===== src/rtl/writeback_pkg.sv =====
// ============================================================================
//  writeback_pkg : shared load-size encodings, FSM state and load context.
//  Revision 1.0
// ============================================================================
`default_nettype none

package writeback_pkg;

   localparam logic [1:0] LS_BYTE = 2'b00;
   localparam logic [1:0] LS_HALF = 2'b01;
   localparam logic [1:0] LS_WORD = 2'b10;

   typedef enum logic [0:0] {
      ST_IDLE     = 1'b0,
      ST_WAIT_MEM = 1'b1
   } wb_state_e;

   typedef struct packed {
      logic [4:0] addr;
      logic       write;
      logic [1:0] size;
      logic       unsgn;
      logic [1:0] offset;
   } ld_ctx_t;

endpackage

`default_nettype wire


===== src/rtl/writeback_load_extend.sv =====
// ============================================================================
//  load_extend : selects the addressed byte/half/word of a memory word and
//  sign- or zero-extends it to 32 bits.  Revision 1.0
// ============================================================================
`default_nettype none

module load_extend
   import writeback_pkg::*;
(
   input  logic [31:0] data_i,
   input  logic [1:0]  size_i,
   input  logic        unsigned_i,
   input  logic [1:0]  offset_i,
   output logic [31:0] value_o
);

   logic [7:0]  byte_sel;
   logic [15:0] half_sel;
   logic        byte_fill;
   logic        half_fill;

   always_comb begin
      byte_sel = data_i[7:0];
      case (offset_i)
         2'd0:    byte_sel = data_i[7:0];
         2'd1:    byte_sel = data_i[15:8];
         2'd2:    byte_sel = data_i[23:16];
         default: byte_sel = data_i[31:24];
      endcase

      // offset[0] is irrelevant for halves: only aligned halves are reachable
      half_sel  = offset_i[1] ? data_i[31:16] : data_i[15:0];
      byte_fill = ~unsigned_i & byte_sel[7];
      half_fill = ~unsigned_i & half_sel[15];

      case (size_i)
         LS_BYTE: value_o = {{24{byte_fill}}, byte_sel};
         LS_HALF: value_o = {{16{half_fill}}, half_sel};
         default: value_o = data_i;
      endcase
   end

endmodule

`default_nettype wire


===== src/rtl/writeback.sv =====
// ============================================================================
//  writeback : registers ALU results or waits for load data, then issues a
//  single-cycle register-file write.  Revision 1.0
// ============================================================================
`default_nettype none

module writeback
   import writeback_pkg::*;
(
   input  logic        clk_i,
   input  logic        rst_ni,
   input  logic        input_valid_i,
   output logic        input_ready_o,
   input  logic        result_write_i,
   input  logic [4:0]  result_addr_i,
   input  logic [31:0] result_value_i,
   input  logic        load_i,
   input  logic [1:0]  load_size_i,
   input  logic        load_unsigned_i,
   input  logic [1:0]  load_offset_i,
   input  logic        mem_valid_i,
   input  logic [31:0] mem_data_i,
   output logic        reg_write_o,
   output logic [4:0]  reg_waddr_o,
   output logic [31:0] reg_wdata_o
);

   wb_state_e   state_q,     state_d;
   ld_ctx_t     ctx_q,       ctx_d;
   logic        reg_write_q, reg_write_d;
   logic [4:0]  reg_waddr_q, reg_waddr_d;
   logic [31:0] reg_wdata_q, reg_wdata_d;
   logic [31:0] load_value;
   logic        accept;

   load_extend u_load_extend (
      .data_i     (mem_data_i),
      .size_i     (ctx_q.size),
      .unsigned_i (ctx_q.unsgn),
      .offset_i   (ctx_q.offset),
      .value_o    (load_value)
   );

   assign input_ready_o = (state_q == ST_IDLE);
   assign accept        = input_valid_i && input_ready_o;

   always_comb begin
      state_d     = state_q;
      ctx_d       = ctx_q;
      reg_write_d = 1'b0;
      reg_waddr_d = reg_waddr_q;
      reg_wdata_d = reg_wdata_q;

      case (state_q)
         ST_IDLE: begin
            // mem_valid_i is deliberately not looked at here
            if (accept) begin
               if (load_i) begin
                  ctx_d.addr   = result_addr_i;
                  ctx_d.write  = result_write_i;
                  ctx_d.size   = load_size_i;
                  ctx_d.unsgn  = load_unsigned_i;
                  ctx_d.offset = load_offset_i;
                  state_d      = ST_WAIT_MEM;
               end else if (result_write_i && (result_addr_i != 5'd0)) begin
                  reg_write_d = 1'b1;
                  reg_waddr_d = result_addr_i;
                  reg_wdata_d = result_value_i;
               end
            end
         end
         ST_WAIT_MEM: begin
            if (mem_valid_i) begin
               state_d = ST_IDLE;
               if (ctx_q.write && (ctx_q.addr != 5'd0)) begin
                  reg_write_d = 1'b1;
                  reg_waddr_d = ctx_q.addr;
                  reg_wdata_d = load_value;
               end
            end
         end
         default: state_d = ST_IDLE;
      endcase
   end

   always_ff @(posedge clk_i or negedge rst_ni) begin
      if (!rst_ni) begin
         state_q     <= ST_IDLE;
         ctx_q       <= '0;
         reg_write_q <= 1'b0;
         reg_waddr_q <= 5'd0;
         reg_wdata_q <= 32'd0;
      end else begin
         state_q     <= state_d;
         ctx_q       <= ctx_d;
         reg_write_q <= reg_write_d;
         reg_waddr_q <= reg_waddr_d;
         reg_wdata_q <= reg_wdata_d;
      end
   end

   assign reg_write_o = reg_write_q;
   assign reg_waddr_o = reg_waddr_q;
   assign reg_wdata_o = reg_wdata_q;

endmodule

`default_nettype wire


===== config.mk =====
export PLATFORM = sky130hd
export DESIGN_NAME = writeback
export DESIGN_NICKNAME = d
export VERILOG_FILES = /design/src/rtl/writeback_pkg.sv /design/src/rtl/writeback_load_extend.sv /design/src/rtl/writeback.sv
export SDC_FILE = /design/constraint.sdc
export NUM_CORES = 1
export LEC_CHECK = 0
export BUFFER_PORTS_ARGS = -buffer_cell sky130_fd_sc_hd__buf_2
export CELL_PAD_IN_SITES_DETAIL_PLACEMENT = 2
export CELL_PAD_IN_SITES_GLOBAL_PLACEMENT = 2
export CORE_MARGIN = 4
export CORE_UTILIZATION = 30
export CTS_BUF_LIST = sky130_fd_sc_hd__clkbuf_16
export CTS_CLUSTER_DIAMETER = 80
export DETAILED_ROUTE_END_ITERATION = 7
export GPL_TIMING_DRIVEN = 0
export PLACE_DENSITY = 0.93
export SLEW_MARGIN = 30
export SYNTH_ARGS = -nofsm -noshare
export SYNTH_HDL_FRONTEND = slang
export SYNTH_SLANG_ARGS = --single-unit

===== constraint.sdc =====
create_clock -name clk_i -period 3.8 [get_ports clk_i]
set_input_delay 0.76 -clock clk_i [delete_from_list [all_inputs] [get_ports clk_i]]
set_output_delay 0.76 -clock clk_i [all_outputs]
set_load 0.02 [all_outputs]

==> qor.yml <==
status: "finished clean"
yosysTopAreaCellShare_pct: 41.3
cts_sinks: 50
grt_max_degree: 51
ys_seq_elements: 50
syn_area_per_cell_um2: 9.44
skew_ns: 0.00729
maxSlewViolCount: 0
synthTopCellsByCount: "dfrtp_1, nor2_1, a22o_1, o21ai_0, clkbuf_1"
cts_resized: 0
setup_viol: 0
synth_top_cell_by_area: "dfrtp_1"
final-hold-violation-count: 0
ys.flop_type: "dfrtp_1"
post_cts_buffers: 0
r2r-start: "ctx_q[1]$_DFFE_PN0P_"
drc: 0
num_antenna_cells: 0
syn_to_final_growth_pct: 30.8
finalNonFillerCells: 581
cts_tree: "yes"
drt_first_pass_iters: 4
ios: 119
synth_nets: 401
netlist_instances: 321
grtUsageTotal_pct: 21.7
period_needed_ns: 2.64
drtIter0Drc: 144
drive_above_1_share_pct: 35.3
hold_buffers: 0
synth_cell_types: 41
vias: 3218
antenna_found_initial: 0
routabilityCongestion: 0.904
crit_type: "reg2out"
clock_latency_ns: 0.30
maxCapViolCount: 0
ctsRootBufferMaster: "clkbuf_16"
rsz0062_at_grt: "no"
netlist_area_um2: 3030
die_h_um: 109
routedWlPerCell_um: 21.9
nNetsFinal: 527
start_util_pct: 30.9
async_reset_ff_share_pct: 100
ys_seq_area_share_pct: 41.3
core_um2: 9820
vdd_drop_max_mv: 0.260
r2r-end: "reg_wdata_o[22]$_DFFE_PN0P_"
grt_pass1_wl_um: 19700
tightest_slew_ns: 0.675
filler_cell_count: 1165
place_inst: 572
viasPerCell: 5.54
required_ns: 3.04
synth_most_common_cell: "dfrtp_1"
critPathCaptureType: "output pin"
rows: 36
path_clk_slew_ns: 0.08
wirelength_um: 12700
synth_edf_count: 0
die_w_um: 109
ys_top_cells_by_area: "dfrtp_1, a22o_1, mux2_2"
hold_class: "in2async"
slew-limit-headroom_pct: 55.0
detail-route-antenna-nets: 0
power_density_nw_per_um2: 613
first_global_vias: 3512
reg2reg_depth: 7
grt-ovfl-total: 0
finalSetupTns_ns: 0
cts_buffer_depth: 2
leakagePower_nw: 1.84
htreeDepth: 2
critPathLaunchType: "flip-flop"
yosysWarningCount: 0
die_area_um2: 11800
period_share_pct: 69.4
cts_buffers: 5
r2r_slack_ns: 1.32
fmax_ghz: 0.379
port_buffers: 118
dp_hpwl_um: 9910
cp.arrival_ns: 1.88
critPathMaxFanout: 10
-- cells by family after synthesis --
family                 after synthesis  share of synthesized area, %
DFF                                 50                          41.3
muxes                               21                          7.64
and+or+nand+nor                     83                          14.5
AOI/OAI and AO/OA                  127                          30.3
buffers and inverters               40                          6.27
-- where the power goes --
part	total (W)	switching, W	internal, W
Clock	0.000536	0.000224	0.000311
Combinational	0.00107	0.000661	0.000411
Sequential	0.000825	0.000112	0.000713
Total	0.00243	0.000997	0.00144
-- final cells by class --
| class | instances | area [um^2] | share of cell area [%] |
|---|---|---|---|
| plain buffers | 35 | 171 | 4.32 |
| clock buffers | 5 | 125 | 3.15 |
| clock inverters | 3 | 45.0 | 1.14 |
| inverters | 5 | 18.8 | 0.473 |
| multi-input cells | 231 | 1590 | 40.1 |
| flip-flops and latches | 50 | 1250 | 31.5 |
| well taps | 133 | 166 | 4.20 |
| repair buffers | 119 | 598 | 15.1 |
-- worst max-delay path by stage --
stage	start	endpoint	slack, ns	depth (start not counted)
3_3_place_gp	result_addr_i[0]	reg_waddr_o[3]$_DFFE_PN0P_	0.99	7
4_1_cts	ctx_q[1]$_DFFE_PN0P_	reg_wdata_o[22]$_DFFE_PN0P_	1.15	6
6_report	state_q$_DFF_PN0_	input_ready_o	1.16	4
3_5_place_dp	mem_data_i[23]	reg_wdata_o[22]$_DFFE_PN0P_	0.92	6
5_1_grt	result_addr_i[0]	reg_waddr_o[3]$_DFFE_PN0P_	1.06	7
2_1_floorplan	result_addr_i[0]	reg_wdata_o[21]$_DFFE_PN0P_	1.49	6
-- registers in the layout (all words and copies together) (netlist names) --
name and flops:
state_q 1, reg_write_o 1, reg_waddr_o 5, reg_wdata_o 32, ctx_q 11
-- cells in the final DEF, fill, tap and decap left out, types with 7 or more instances in the layout --
cell and count:
a21oi_1 18, a221oi_1 8, a22o_1 25, a22oi_1 7
buf_1 7, buf_2 121, clkbuf_1 20, dfrtp_1 50
mux2_2 13, mux2i_1 7, nand2_1 17, nand3_1 15
nor2_1 26, o211ai_1 16, o21ai_0 21, o31ai_1 8
-- worst max-delay path, cell delays in order (launching register included) --
cell	delay [ns]
dfrtp_1	0.38
clkbuf_1	0.29
inv_1	0.20
clkbuf_1	0.44
buf_2	0.26
-- metrics by stage --
stage / setup slack (ns) / power [W] / cell area [um^2] / hold slack (ns) / utilization [%]
after global routing: 1.06 / 0.00258 / 3970 / 0.522 / 40.4
after floorplan: 1.49 / 0.00148 / 3030 / 0.464 / -
after detailed placement: 0.916 / 0.00190 / 3790 / 0.493 / 38.6
after global placement: 0.995 / 0.00184 / 3790 / 0.481 / 38.6
after CTS: 1.15 / 0.00244 / 3960 / 0.508 / 40.3
final: 1.16 / 0.00243 / 3970 / 0.495 / 40.4
-- per-layer routing --
metal | up-vias | GRT usage, % | share of wire [%]
met3 | 13 | 3.88 | 7.3
met4 | 0 | 3.97 | 1.2
met2 | 120 | 37.1 | 49
li1 | 1477 | - | -
met1 | 1608 | 28.8 | 42
met5 | - | 0 | 0
(Power assumes the default switching activity.)
